$ cat src/rtl/alu_result_tx_sequencer_pkg.sv
// rtl/alu_result_tx_sequencer_pkg.sv - shared constants and state encoding for the ALU result TX sequencer
package alu_result_tx_sequencer_pkg;

  localparam logic [7:0] ASCII_ZERO  = 8'd48;
  localparam logic [7:0] DEF_PREFIX  = 8'd61;
  localparam logic [7:0] DEF_TERM    = 8'd10;

  // Receiver command codes ('f', 'r', 'o', 'd')
  localparam logic [7:0] CMD_F = 8'h66;
  localparam logic [7:0] CMD_R = 8'h72;
  localparam logic [7:0] CMD_O = 8'h6f;
  localparam logic [7:0] CMD_D = 8'h64;

  localparam int FRAME_LEN = 5;

  typedef enum logic [1:0] {
    S_IDLE = 2'd0,
    S_LOAD = 2'd1,
    S_SEND = 2'd2,
    S_WAIT = 2'd3
  } state_t;

endpackage

$ cat src/rtl/alu_result_tx_sequencer_bin_to_ascii3.sv
// rtl/alu_result_tx_sequencer_bin_to_ascii3.sv - combinational 8-bit unsigned to three ASCII decimal digits
module bin_to_ascii3
  import alu_result_tx_sequencer_pkg::*;
(
  input  logic [7:0] value,
  output logic [7:0] hundreds,
  output logic [7:0] tens,
  output logic [7:0] units
);

  logic [7:0] h_dig, t_dig, u_dig;

  always_comb begin
    h_dig = value / 8'd100;
    t_dig = (value / 8'd10) % 8'd10;
    u_dig = value % 8'd10;
  end

  assign hundreds = ASCII_ZERO + h_dig;
  assign tens     = ASCII_ZERO + t_dig;
  assign units    = ASCII_ZERO + u_dig;

endmodule

$ cat src/rtl/alu_result_tx_sequencer.sv
// rtl/alu_result_tx_sequencer.sv - sends one ALU result as "<PREFIX>ddd<TERM>" through the UART TX byte handshake
module alu_result_tx_sequencer
  import alu_result_tx_sequencer_pkg::*;
#(
  parameter int         DBIT    = 8,
  parameter logic [7:0] PREFIX  = DEF_PREFIX,
  parameter logic [7:0] TERM    = DEF_TERM,
  parameter int         TIMEOUT = 200000,
  parameter int         TW      = 18
) (
  input  logic            clk,
  input  logic            reset,
  input  logic            wr,
  input  logic [DBIT-1:0] result,
  input  logic            tx_done_tick,
  output logic            tx_start,
  output logic [7:0]      tx_din,
  output logic            busy,
  output logic            done_tick,
  output logic            drop_tick,
  output logic            timeout_tick
);

  localparam logic [2:0]    LAST_IDX = 3'(FRAME_LEN - 1);
  localparam logic [TW-1:0] CNT_LAST = TW'(TIMEOUT - 1);

  state_t          state, state_n;
  logic [DBIT-1:0] hold;
  logic [2:0]      idx;
  logic [TW-1:0]   cnt;
  logic [7:0]      dig_h, dig_t, dig_u;
  logic [7:0]      frame_byte;

  bin_to_ascii3 u_digits (
    .value    (8'(hold)),
    .hundreds (dig_h),
    .tens     (dig_t),
    .units    (dig_u)
  );

  always_comb begin
    case (idx)
      3'd0:    frame_byte = PREFIX;
      3'd1:    frame_byte = dig_h;
      3'd2:    frame_byte = dig_t;
      3'd3:    frame_byte = dig_u;
      default: frame_byte = TERM;
    endcase
  end

  // Outputs are decoded from state so reset drops them without waiting for a clock
  always_comb begin
    state_n      = state;
    tx_start     = 1'b0;
    done_tick    = 1'b0;
    timeout_tick = 1'b0;
    drop_tick    = wr && (state != S_IDLE);
    case (state)
      S_IDLE: if (wr) state_n = S_LOAD;
      S_LOAD: state_n = S_SEND;
      S_SEND: begin
        tx_start = 1'b1;
        state_n  = S_WAIT;
      end
      S_WAIT: begin
        if (tx_done_tick) begin
          if (idx == LAST_IDX) begin
            done_tick = 1'b1;
            state_n   = S_IDLE;
          end else begin
            state_n = S_LOAD;
          end
        end else if (cnt == CNT_LAST) begin
          timeout_tick = 1'b1;
          state_n      = S_IDLE;
        end
      end
      default: state_n = S_IDLE;
    endcase
  end

  assign busy = (state != S_IDLE);

  always_ff @(posedge clk or negedge reset) begin
    if (!reset) begin
      state  <= S_IDLE;
      hold   <= '0;
      idx    <= '0;
      cnt    <= '0;
      tx_din <= '0;
    end else begin
      state <= state_n;
      case (state)
        S_IDLE: if (wr) begin
          hold <= result;
          idx  <= '0;
        end
        S_LOAD: tx_din <= frame_byte;
        S_SEND: cnt <= '0;
        S_WAIT: begin
          if (tx_done_tick) begin
            if (idx != LAST_IDX) idx <= idx + 3'd1;
          end else begin
            cnt <= cnt + 1'b1;
          end
        end
        default: ;
      endcase
    end
  end

endmodule

$ cat config.mk
export PLATFORM = sky130hd
export DESIGN_NAME = alu_result_tx_sequencer
export DESIGN_NICKNAME = d
export VERILOG_FILES = /design/src/rtl/alu_result_tx_sequencer_pkg.sv /design/src/rtl/alu_result_tx_sequencer_bin_to_ascii3.sv /design/src/rtl/alu_result_tx_sequencer.sv
export SDC_FILE = /design/constraint.sdc
export NUM_CORES = 1
export LEC_CHECK = 0
export ABC_AREA = 1
export CORE_AREA = 2 2 92 85
export DETAILED_ROUTE_END_ITERATION = 16
export DIE_AREA = 0 0 94 87
export GPL_ROUTABILITY_DRIVEN = 1
export GPL_TIMING_DRIVEN = 0
export PLACE_DENSITY = 0.64
export SYNTH_ARGS = -nofsm -noshare
export SYNTH_HDL_FRONTEND = slang
export SYNTH_SLANG_ARGS = --single-unit
$ cat constraint.sdc
create_clock -name clk -period 8.67 [get_ports clk]
set_clock_uncertainty 0.2 [all_clocks]
set_input_delay 1.3005 -clock clk [delete_from_list [all_inputs] [get_ports clk]]
set_output_delay 1.3005 -clock clk [all_outputs]
set_load 0.01 [all_outputs]
==> metrics.txt <==
Final Critical Period=4790 ps; most frequent cells in the layout=nand2_1, inv_1, dfrtp_1, nand3_1, nor2_1; CTS H-tree depth=2; CTS Buf Count=5; Endpoint, Worst Hold=cnt[11]; Starting Density=38.1%; layout cell share with drive strength beyond 1=13.2%; Rows=30; Yosys warnings=0; Die H=87 um; Seq cells post-synth=39; Synth Net Count=416; R2R Path Start=hold[5]; Iter 0 DRT Violations=104; CTS Buffer Depth=2; R2R cell count=33; Chip Width=94 um; Worst slew margin=57.1%; min-delay worst type=register to register; Top Ports=25; final setup vio count=0; Worst-Margin Slew=637 ps; number of hold buffers added after CTS=0; CTS root buf=clkbuf_8; final wirelength=6070 um; post-CTS setup buffer count=0; Seq/Total Area, Yosys=35.0%; Placer Congestion=0.791; Routed Antenna Nets=0; MaxCap Viol Count=0; total grt overflow=0; IO buf count=24; drt wl/cell=11.7 um; Vias/cell=4.84; Final Hold Fails=0; die area=8180 um2; crit end category=primary output; worst hold start=cnt[11]; DR vias=2513; Synth Cell Area=2790 um2; Post-layout nets=448; final setup TNS=0 ps; Core Footprint=7320 um2; first-pass GRT wire length=10800 um; clock slew at reported path FFs=70 ps; number of max-slew violations in the final report=0; # DRC=0; critical path peak fanout=10; latest clock arrival within the worst-skew pair=290 ps; Reg-to-Reg End=tx_din[7]; worst hold stages=1; Critical Path Start Type=input port; CTS tree=yes; RSZ-0062 raised after global routing=no; CTS resizes=0; Total GRT Usage=16.4%; Pre-antenna DRT Iters=4; Worst Path Arrival=3290 ps; FF-to-FF setup slack=5060 ps; pin count of the biggest net entering global routing=29; clock sink count=39; initial antenna violation count=0; Fmax achieved=209 MHz; predominant post-synthesis flop cell=dfrtp_1; most common cell after layout, fill and taps aside=nand2_1; status=complete, no violations; Synth Area per Inst=7.16 um2; ys async rst share=100%; Detailed Place HPWL=4810 um; # diodes=0; CP required=7170 ps; Layout Area Growth over Synthesis=16.4%; Post-synth EDFFs=0; Syn Inst Count=390; final worst path period share=55.2%; vias in the first global route=2377; fillers=753; library cells used by synthesis=36; Crit Path Class=input port to primary output
==> through the flow <==
step                      cells  worst slack [ps]  cell area, um2  hold slack (ps)  utilization, %
after detailed placement    511              3900            3170              257            43.3
after floorplan             390              5110            2790              234               -
after CTS                   519              3890            3250              276            44.4
after global routing        519              3780            3250              298            44.4
after global placement      510              3880            3150              255            43.1
final                       519              3880            3250              272            44.4
==> worst max-delay path: stages <==
cell and delay, ps:
clkdlybuf4s50_1 450, nor2_1 200, clkbuf_1 380, nand4_1 220
nor2_1 180, clkdlybuf4s50_1 550
==> area by class of cell <==
class	count	area [um2]	area share [%]
multi-input cells	285	1570	48.3
clock buffers	7	76.3	2.35
repair buffers	25	255	7.86
well taps	96	120	3.70
flip-flops and latches	39	976	30.0
clock inverters	1	5.00	0.154
plain buffers	2	7.51	0.231
inverters	64	240	7.40
==> synth_stat cells (2+ instances only) <==
library cell / n / area (um2)
nand3_2: 4 / 40.0
nand2_2: 18 / 113
inv_1: 53 / 199
nor2_2: 2 / 12.5
a211oi_1: 2 / 15.0
o21ai_2: 2 / 17.5
inv_2: 10 / 37.5
clkbuf_1: 2 / 7.51
dfrtp_1: 39 / 976
o21ai_0: 21 / 105
ha_1: 14 / 175
a31oi_1: 3 / 18.8
nand3_1: 34 / 170
nand2_1: 82 / 308
nor4_1: 4 / 25.0
o22ai_1: 4 / 25.0
nor2_1: 34 / 128
nor3_1: 6 / 30.0
nand4_1: 5 / 31.3
a21oi_1: 22 / 110
nand2_4: 9 / 101
o21ai_1: 6 / 30.0
==> state kept, by name, summed over array words and instances, names as in the netlist <==
| name | cells |
|---|---|
| cnt | 18 |
| hold | 8 |
| tx_din | 8 |
| idx | 3 |
| state | 2 |
==> worst max-delay path by stage <==
stage,end,cells past startpoint,start
finish,timeout_tick,6,tx_done_tick
global route,timeout_tick,6,tx_done_tick
CTS,timeout_tick,6,tx_done_tick
detailed placement,timeout_tick,6,tx_done_tick
global placement,timeout_tick,6,tx_done_tick
floorplan,timeout_tick,4,tx_done_tick
==> routing by layer <==
metal | global-route usage [%] | routed length (um) | share of wire (%) | up-vias
met2 | 25.6 | 2600 | 43 | 39
met3 | 2.94 | 203 | 3.3 | 5
met4 | 3.56 | 40 | 0.66 | 0
li1 | - | - | - | 1345
met5 | 0 | 0 | 0 | -
met1 | 23.8 | 3220 | 53 | 1124
==> cells by family after synthesis <==
family	synth area share, %
fa+ha+maj	6.28
buf+inv	8.88
compound gates	14.2
flops	35.0
mux	0.403
simple gates	35.3
Power is left out: the tool's default activity adds up to more than one toggle a clock period on the data nets, which glitch-free logic cannot reach.
